`config.mk`:
```
export PLATFORM = sky130hd
export DESIGN_NAME = core_alu_arbiter
export DESIGN_NICKNAME = d
export VERILOG_FILES = /design/src/rtl/core_alu_arbiter.sv
export SDC_FILE = /design/constraint.sdc
export NUM_CORES = 1
export LEC_CHECK = 0
export ABC_AREA = 1
export BUFFER_PORTS_ARGS = -buffer_cell sky130_fd_sc_hd__buf_2
export CORE_MARGIN = 5
export CORE_UTILIZATION = 45
export DETAILED_ROUTE_END_ITERATION = 12
export GPL_TIMING_DRIVEN = 0
export MAX_ROUTING_LAYER = met4
export PLACE_DENSITY = 0.65
export SKIP_CTS_REPAIR_TIMING = 1
export SYNTH_ARGS = -nofsm -noshare
export SYNTH_HDL_FRONTEND = slang
export SYNTH_SLANG_ARGS = --single-unit
```
`constraint.sdc`:
```
create_clock -name clk -period 5.5 [get_ports clk]
set_input_delay 0.55 -clock clk [delete_from_list [all_inputs] [get_ports clk]]
set_output_delay 0.55 -clock clk [all_outputs]
set_load 0.02 [all_outputs]
```
`src/rtl/core_alu_arbiter.sv`:
```
// core_alu_arbiter: round-robin sharing of one combinational core_alu among N requesters.
// Optional per-requester saturating grant counters are enabled by defining CORE_ALU_ARB_PERF_EN.
package core_alu_pkg;
    typedef enum logic [2:0] {
        ALU_ADD, ALU_SUB, ALU_AND, ALU_OR, ALU_XOR, ALU_SHL, ALU_SHR, ALU_PASS
    } alu_op_t;
endpackage

module core_alu
    import core_alu_pkg::*;
#(
    parameter int W = 16
) (
    input  alu_op_t      op,
    input  logic [W-1:0] a,
    input  logic [W-1:0] b,
    output logic [W-1:0] y
);
    localparam logic [W:0] WL = (W+1)'(W);
    logic big_sh;
    assign big_sh = {1'b0, b} >= WL;
    always_comb begin
        y = '0;
        case (op)
            ALU_ADD:  y = a + b;
            ALU_SUB:  y = a - b;
            ALU_AND:  y = a & b;
            ALU_OR:   y = a | b;
            ALU_XOR:  y = a ^ b;
            ALU_SHL:  y = big_sh ? '0 : a << b;
            ALU_SHR:  y = big_sh ? '0 : a >> b;
            ALU_PASS: y = b;
            default:  y = '0;
        endcase
    end
endmodule

module core_alu_arbiter
    import core_alu_pkg::*;
#(
    parameter int W    = 16,
    parameter int N    = 2,
    parameter int CNTW = 16
) (
    input  logic         clk,
    input  logic         rst_n,
    input  logic [N-1:0] req_valid,
    output logic [N-1:0] req_ready,
    input  alu_op_t      req_op [N],
    input  logic [W-1:0] req_a [N],
    input  logic [W-1:0] req_b [N],
    output logic [N-1:0] rsp_valid,
    input  logic [N-1:0] rsp_ready,
    output logic [W-1:0] rsp_q
`ifdef CORE_ALU_ARB_PERF_EN
    ,
    output logic [CNTW-1:0] grant_cnt [N]
`endif
);
    localparam int IW = (N > 1) ? $clog2(N) : 1;

    typedef enum logic {IDLE, HOLD} state_t;

    state_t        state_q, state_d;
    logic [IW-1:0] ptr_q, ptr_d, own_q, own_d, win;
    logic [N-1:0]  rsp_valid_q, rsp_valid_d;
    logic [W-1:0]  rsp_d, alu_y;
    logic          found, slot_free, accept;

    always_comb begin
        found = 1'b0;
        win   = '0;
        for (int k = 0; k < N; k++) begin
            if (!found && req_valid[(int'(ptr_q) + k) % N]) begin
                found = 1'b1;
                win   = IW'((int'(ptr_q) + k) % N);
            end
        end
    end

    core_alu #(.W(W)) u_alu (
        .op (req_op[win]),
        .a  (req_a[win]),
        .b  (req_b[win]),
        .y  (alu_y)
    );

    // rst_n gates the handshake so nothing is accepted during the reset cycle
    assign slot_free = (state_q == IDLE) | (state_q == HOLD & rsp_ready[own_q]);
    assign accept    = found & slot_free & rst_n;
    assign req_ready = accept ? N'(1) << win : '0;
    assign rsp_valid = rsp_valid_q;

    always_comb begin
        state_d     = accept ? HOLD : (slot_free ? IDLE : state_q);
        own_d       = accept ? win : own_q;
        ptr_d       = accept ? ((win == IW'(N - 1)) ? '0 : win + 1'b1) : ptr_q;
        rsp_d       = accept ? alu_y : rsp_q;
        rsp_valid_d = accept ? N'(1) << win : (slot_free ? '0 : rsp_valid_q);
    end

    always_ff @(posedge clk) begin
        if (!rst_n) begin
            state_q     <= IDLE;
            ptr_q       <= '0;
            own_q       <= '0;
            rsp_q       <= '0;
            rsp_valid_q <= '0;
        end else begin
            state_q     <= state_d;
            ptr_q       <= ptr_d;
            own_q       <= own_d;
            rsp_q       <= rsp_d;
            rsp_valid_q <= rsp_valid_d;
        end
    end

`ifdef CORE_ALU_ARB_PERF_EN
    logic [CNTW-1:0] cnt_q [N];
    logic [CNTW-1:0] cnt_d [N];

    always_comb begin
        for (int i = 0; i < N; i++)
            cnt_d[i] = (accept && win == IW'(i) && cnt_q[i] != '1) ? cnt_q[i] + 1'b1 : cnt_q[i];
    end

    always_ff @(posedge clk) begin
        if (!rst_n) begin
            for (int i = 0; i < N; i++) cnt_q[i] <= '0;
        end else begin
            cnt_q <= cnt_d;
        end
    end

    assign grant_cnt = cnt_q;
`endif
endmodule

```
# Yosys cells after proc, flatten, opt, wreduce, memory -nomap -nowiden
# Index checks and enable logic that the tools add are counted.
dict set report word_totals {
  ff_bits 21
  output_inout_bits 20
  elab_cells 67
}
dict set report op_classes {
  muxes 29
  n_shift 3
  reduce_logical 4
  eq_ne 7
  n_bitwise 10
  addsub 4
  order_cmp 5
}
# op count
set ops {}
lappend ops {{$mux 16} 8}
lappend ops {{$pmux 16 s8} 1}
lappend ops {{$add 16x16->16} 1}
lappend ops {{$and 16x16->16} 1}
lappend ops {{$ge 16x5->1 const B} 1}
lappend ops {{$or 16x16->16} 1}
lappend ops {{$shl 16x16->16} 1}
lappend ops {{$shr 16x16->16} 1}
lappend ops {{$sub 16x16->16} 1}
lappend ops {{$xor 16x16->16} 1}
lappend ops {{$mux 1} 14}
lappend ops {{$eq 3x3->1 const B} 4}
lappend ops {{$mux 3} 3}
lappend ops {{$eq 3x2->1 const B} 2}
lappend ops {{$mux 2} 3}
lappend ops {{$lt 1x2->1 const B} 2}
lappend ops {{$and 1x1->1} 3}
lappend ops {{$eq 3x1->1 const B} 1}
lappend ops {{$logic_not 3->1} 1}
lappend ops {{$lt 2x3->1 const B} 1}
lappend ops {{$add 1x1->1 const B} 2}
lappend ops {{$ge 2x2->1 const B} 1}
lappend ops {{$not 1->2} 1}
lappend ops {{$reduce_bool 2->1} 1}
lappend ops {{6 further kinds} 6}

# Longest topological paths before layout
dict set report logic_depth {
  depth_word 14
  ltp_mapped 29
  mapped_depth_nobuf 26
}

# By module
# Synthesis repeated with hierarchy kept, for this count alone.
dict set report hier_totals {
  cells_unflattened 932
  area_unflattened_um2 5275.1
}
# module seq_area_each_um2 area_each_um2 cells_per_inst instances
set modules_own_cells {}
lappend modules_own_cells {core_alu 0.0 3882.5 681 1}
lappend modules_own_cells {core_alu_arbiter 420.4 1392.6 251 1}

# Least setup slack after synthesis
# Ideal clock, no wire load.
dict set report synth_timing {
  path_kind {input to register}
  startpoint {in req_valid[1]}
  endpoint {reg rsp_q[10]}
  slack_ps 1574
  path_stages 26
  path_buffers 5
  setup_time_ps 59
  t_arrival_ps 3866
  cell_sequence {buf_4 > nand2_4 > buf_8 > buf_6 > o21a_1 > buf_2 > inv_1 > buf_2 > ha_1 > nand2_1 > o21ai_0 > fa_1 > o21ai_0 > nand2_1 > nand2_1 > a21oi_1 > o21ai_0 > nand2_1 > nand2_1 > a21oi_1 > or2_2 > nand3_1 > nand2_1 > inv_1 > nand2_1 > nand2_1}
}
dict set report synth_via {
  elab_chain_len 13
}
# item line_no
set synth_rtl {}
lappend synth_rtl {{start, declared} 47} ;# input logic [N-1:0] req_valid,
lappend synth_rtl {{$mux 1 (implied by the code) (2 in a row)} 74} ;# if (!found && req_valid[(int'(ptr_q) + k) % N]) begin
lappend synth_rtl {{$mux 1} 74}
lappend synth_rtl {{$logic_not 1->1} 74}
lappend synth_rtl {{$logic_and 1x1->1} 74}
lappend synth_rtl {{$mux 1} 74}
lappend synth_rtl {{$not 1->2 (implied by the code)} {82, 83, 84}}
lappend synth_rtl {{$mux 16, on equally long branches (3 in a row)} {84, 83}}
lappend synth_rtl {{$ge 16x5->1, or another cell as far along} 21} ;# assign big_sh = {1'b0, b} >= WL;
lappend synth_rtl {{$mux 16, on equally long branches} {31, 30}}
lappend synth_rtl {{$pmux 16 s8} 24} ;# case (op)
lappend synth_rtl {{end signal, assigned} 113} ;# rsp_q <= rsp_d;
lappend synth_rtl {{end, declared} 54} ;# output logic [W-1:0] rsp_q
# Several ways; a longest one is shown, not always the timed one. The select of a mux whose other input is x is not followed.
# A chain may end at the register's enable or synchronous reset.

# Worst setup path in the final report
dict set report layout_timing {
  startpoint {in req_valid[0]}
  endpoint {reg rsp_q[14]}
}
# The elaborated chain is that of the path after synthesis.

==> summary.md <==
Status
• finished, final reports clean — result of the run

Layout
• 0.173 — share of cells above drive strength 1
• 14.1% — relative area change from synthesis to final layout
• 5860 µm² — final design area excluding fillers
• 1,143 — number of nets in the final layout
• 1,319 — fill cell total of the finished layout
• 0 — # diodes

Global routing
• 0 — antenna violations before repair
• 0 — GR Overflow Total
• 0.290 — global routing usage summed across all routing layers
• 12 — largest net degree at the start of global routing
• 30,000 µm — first-pass GRT wire length
• 5,734 — number of global-route vias before repair

Yosys
• 5140 µm² — combined area of all synthesized cells
• nand2_1 — count leader, synth
• dfxtp_1 — most used flip-flop cell after synthesis
• 0 — Yosys warnings
• 0 — post-synthesis async set-or-reset flop share
• 1,045 — Synth Net Count
• 0 — number of enable flip-flop cells after synthesis
• nand2_1 — cell type contributing the most total cell area after synthesis
• 323 x nand2_1, 114 x inv_1, 101 x nand3_1 — most used standard cells in the synthesized netlist
• 5.58 µm² — Post-Synthesis Mean Instance Area
• 0.0818 — sequential share of the synthesized area
• 0.236 — post-synth top area share
• 21 — number of storage elements in the synthesis netlist
• 51 — post-synthesis cell type count
• 920 — cell count after synthesis
• nand2_1 24%, ha_1 12%, nand3_1 9.8% — top cells by area, synth

Worst setup path
• in2reg — Worst Path Class, Setup
• ptr_q — startpoint of the worst-slack reg-to-reg timing path
• 0.32 ns — slowest stage delay, CP
• 27 — worst reg2reg path depth
• 5.65 ns — Critical Path RT
• 11 — largest driver fanout on the critical path
• 9 — Worst Path Buf+Inv
• 4.72 ns — data arrival time of the critical path
• ha_1 — critical path's slowest cell
• input pin — CP startpoint kind
• 27 — logic depth of the worst path, buffers included
• simple AND/OR/NAND/NOR gates — Top delay family on crit path
• 0.98 ns — minimum setup slack among reg-to-reg paths
• flip-flop — endpoint class of the critical path
• nand2_1 — CP dominant cell by count
• rsp_q[14] — Worst setup endpoint
• req_valid[0] — first element of the critical path
• rsp_q[14] — Reg-to-Reg End

Floorplan
• 13,700 µm² — area of the die
• 117 µm — Chip Height
• 117 µm — Die X-Extent
• 11,300 µm² — total core area
• 96 — I/O pin count
• 39 — Core Rows
• 0.454 — Starting Density

Drt
• 0 — count of unresolved DRC violations after routing
• 19,000 µm — wire length after detailed routing
• 6,339 — Vias
• 617 — violation count after the first detailed-route iteration
• 0 — Post-DRT Antenna Nets
• 5.46 — detail-routed via count per cell
• 16.4 µm — wire length per cell
• 5 — number of optimization iterations in the first detailed-route pass

Clock network
• 0.25 ns — clock latency at the later pin of the worst-skew pair
• 3 — TritonCTS Buffers
• 2 — clk buf depth
• 21 — clock sink count
• 1 — Max H-tree Level
• yes — CTS tree
• 0.05 ns — clk slew on worst S/H paths
• clkbuf_16 — root buffer cell

Timing
• 0 — final hold violation count
• 0.00133 ns — clk_skew
• no — setup repair after global routing missed its margin
• 0 — Finish-stage setup viols
• 0.831 — final worst-path cycle share
• 0.451 ns — hold_ws
• 1.10 ns — worst-margin pin slew
• 0 ns — Setup TNS Final
• 219 MHz — Peak Freq
• 0.258 — Worst slew margin
• 4.57 ns — minimum clock period
• 0 — Final Max Slew Viols

Placed design
• 1.01 — final estimated routing congestion in global placement
• 15,800 µm — total half-perimeter wirelength after legalization and detailed placement
• 5780 µm² — area post-placement
• 93 — number of buffers added on ports

Power
• 145 µV — peak supply drop
• 3.38 nW — Leakage Power
• 184 nW/µm² — Power Dens Cells

Hold path
• reg2reg — worst hold-check path type

Job
• 0 — # Max-Cap Violations

==> metal layers <==
layer	up-vias	wire length, µm	global-route usage	share of wire
met1	2822	8260	0.390	0.43
li1	3187	-	-	-
met4	0	519	0.0765	0.027
met5	-	0	-	0
met2	294	8700	0.460	0.46
met3	36	1560	0.0360	0.082
==> registers in the layout, indices dropped and copies added (netlist names) <==
signal     flops
own_q          1
ptr_q          1
rsp_valid      2
state_q        1
rsp_q         16
==> worst reg2reg max path: stages, from the launching register on <==
cell      delay (ns)
dfxtp_1         0.30
inv_1           0.06
nand2_4         0.11
nand2_4         0.08
buf_8           0.16
buf_6           0.15
o21a_1          0.17
buf_2           0.19
inv_1           0.16
buf_2           0.30
ha_1            0.19
inv_1           0.06
nor3_2          0.29
inv_2           0.07
nor2_1          0.15
nor2_1          0.10
a21oi_2         0.17
xor2_1          0.20
ha_1            0.32
nand2_1         0.10
nand2_1         0.05
a221oi_1        0.30
nand2_1         0.10
xor2_1          0.15
a21oi_1         0.19
nand3_1         0.16
nand2_1         0.10
inv_1           0.03
==> cell type report <==
cell class / count / area, µm² / area share
inverters: 122 / 460 / 0.0786
repair buffers: 93 / 465 / 0.0794
multi-input cells: 739 / 4040 / 0.689
well taps: 143 / 179 / 0.0305
flip-flops and latches: 21 / 420 / 0.0717
clock buffers: 4 / 78.8 / 0.0135
plain buffers: 38 / 218 / 0.0371
==> cells in the final DEF (no fill, tap or decap), types with 2 or more instances in the layout <==
cell type,count
a22oi_1,3
buf_1,4
a21oi_1,33
inv_2,6
buf_6,4
nand2_2,20
buf_4,4
nand4_1,13
a31oi_1,2
clkbuf_1,11
o2bb2ai_1,2
o21ai_0,43
nand2_4,2
nor3_2,2
xor2_1,19
xnor2_1,3
nand3b_1,11
dfxtp_1,21
buf_2,108
nand3_2,3
nor2_4,3
a211oi_1,11
clkbuf_16,3
nor2_1,40
o21ai_1,15
nand2_1,323
nor3_1,6
o221ai_1,2
nor2_2,4
o21ai_4,3
inv_1,114
o21ai_2,5
a221oi_1,8
ha_1,48
nand3_1,101
==> worst min-delay path by stage <==
stage,startpoint,endpoint,slack [ns],cells past startpoint
global route,rsp_q[2],rsp_q[2],0.46,2
finish,rsp_q[0],rsp_q[0],0.45,2
detailed placement,rsp_q[2],rsp_q[2],0.44,2
CTS,rsp_q[2],rsp_q[2],0.45,2
floorplan,ptr_q,ptr_q,0.50,2
global placement,rsp_q[10],rsp_q[10],0.44,2
==> metrics by stage <==
stage / std cells / total power, mW / util / setup WS [ns]
3_5_place_dp: 1156 / 0.919 / 0.511 / 0.751
6_report: 1160 / 1.08 / 0.518 / 0.931
2_1_floorplan: 920 / 0.711 / - / 1.57
4_1_cts: 1160 / 1.08 / 0.518 / 1.00
3_3_place_gp: 1156 / 0.920 / 0.511 / 0.709
5_1_grt: 1160 / 1.18 / 0.518 / 0.614
==> logic make-up (layout without fill, tap and decap cells) <==
kind of cell             count (synthesis)  in the layout  synth area share
buffers and inverters                  160            257             0.132
adder cells (fa/ha/maj)                 49             49             0.121
XOR/XNOR                                22             22            0.0375
AO/OA/AOI/OAI                          134            134             0.162
flip-flops                              21             21            0.0818
AND/OR/NAND/NOR                        534            534             0.466
==> power breakdown <==
| part | leakage, nW | internal (mW) | switching, mW |
|---|---|---|---|
| Combinational | 3.16 | 0.249 | 0.498 |
| Sequential | 0.174 | 0.174 | 0.00919 |
| Clock | 0.0382 | 0.0987 | 0.0523 |
| Total | 3.38 | 0.522 | 0.560 |
Note: power is estimated with default switching activity, not from simulation.
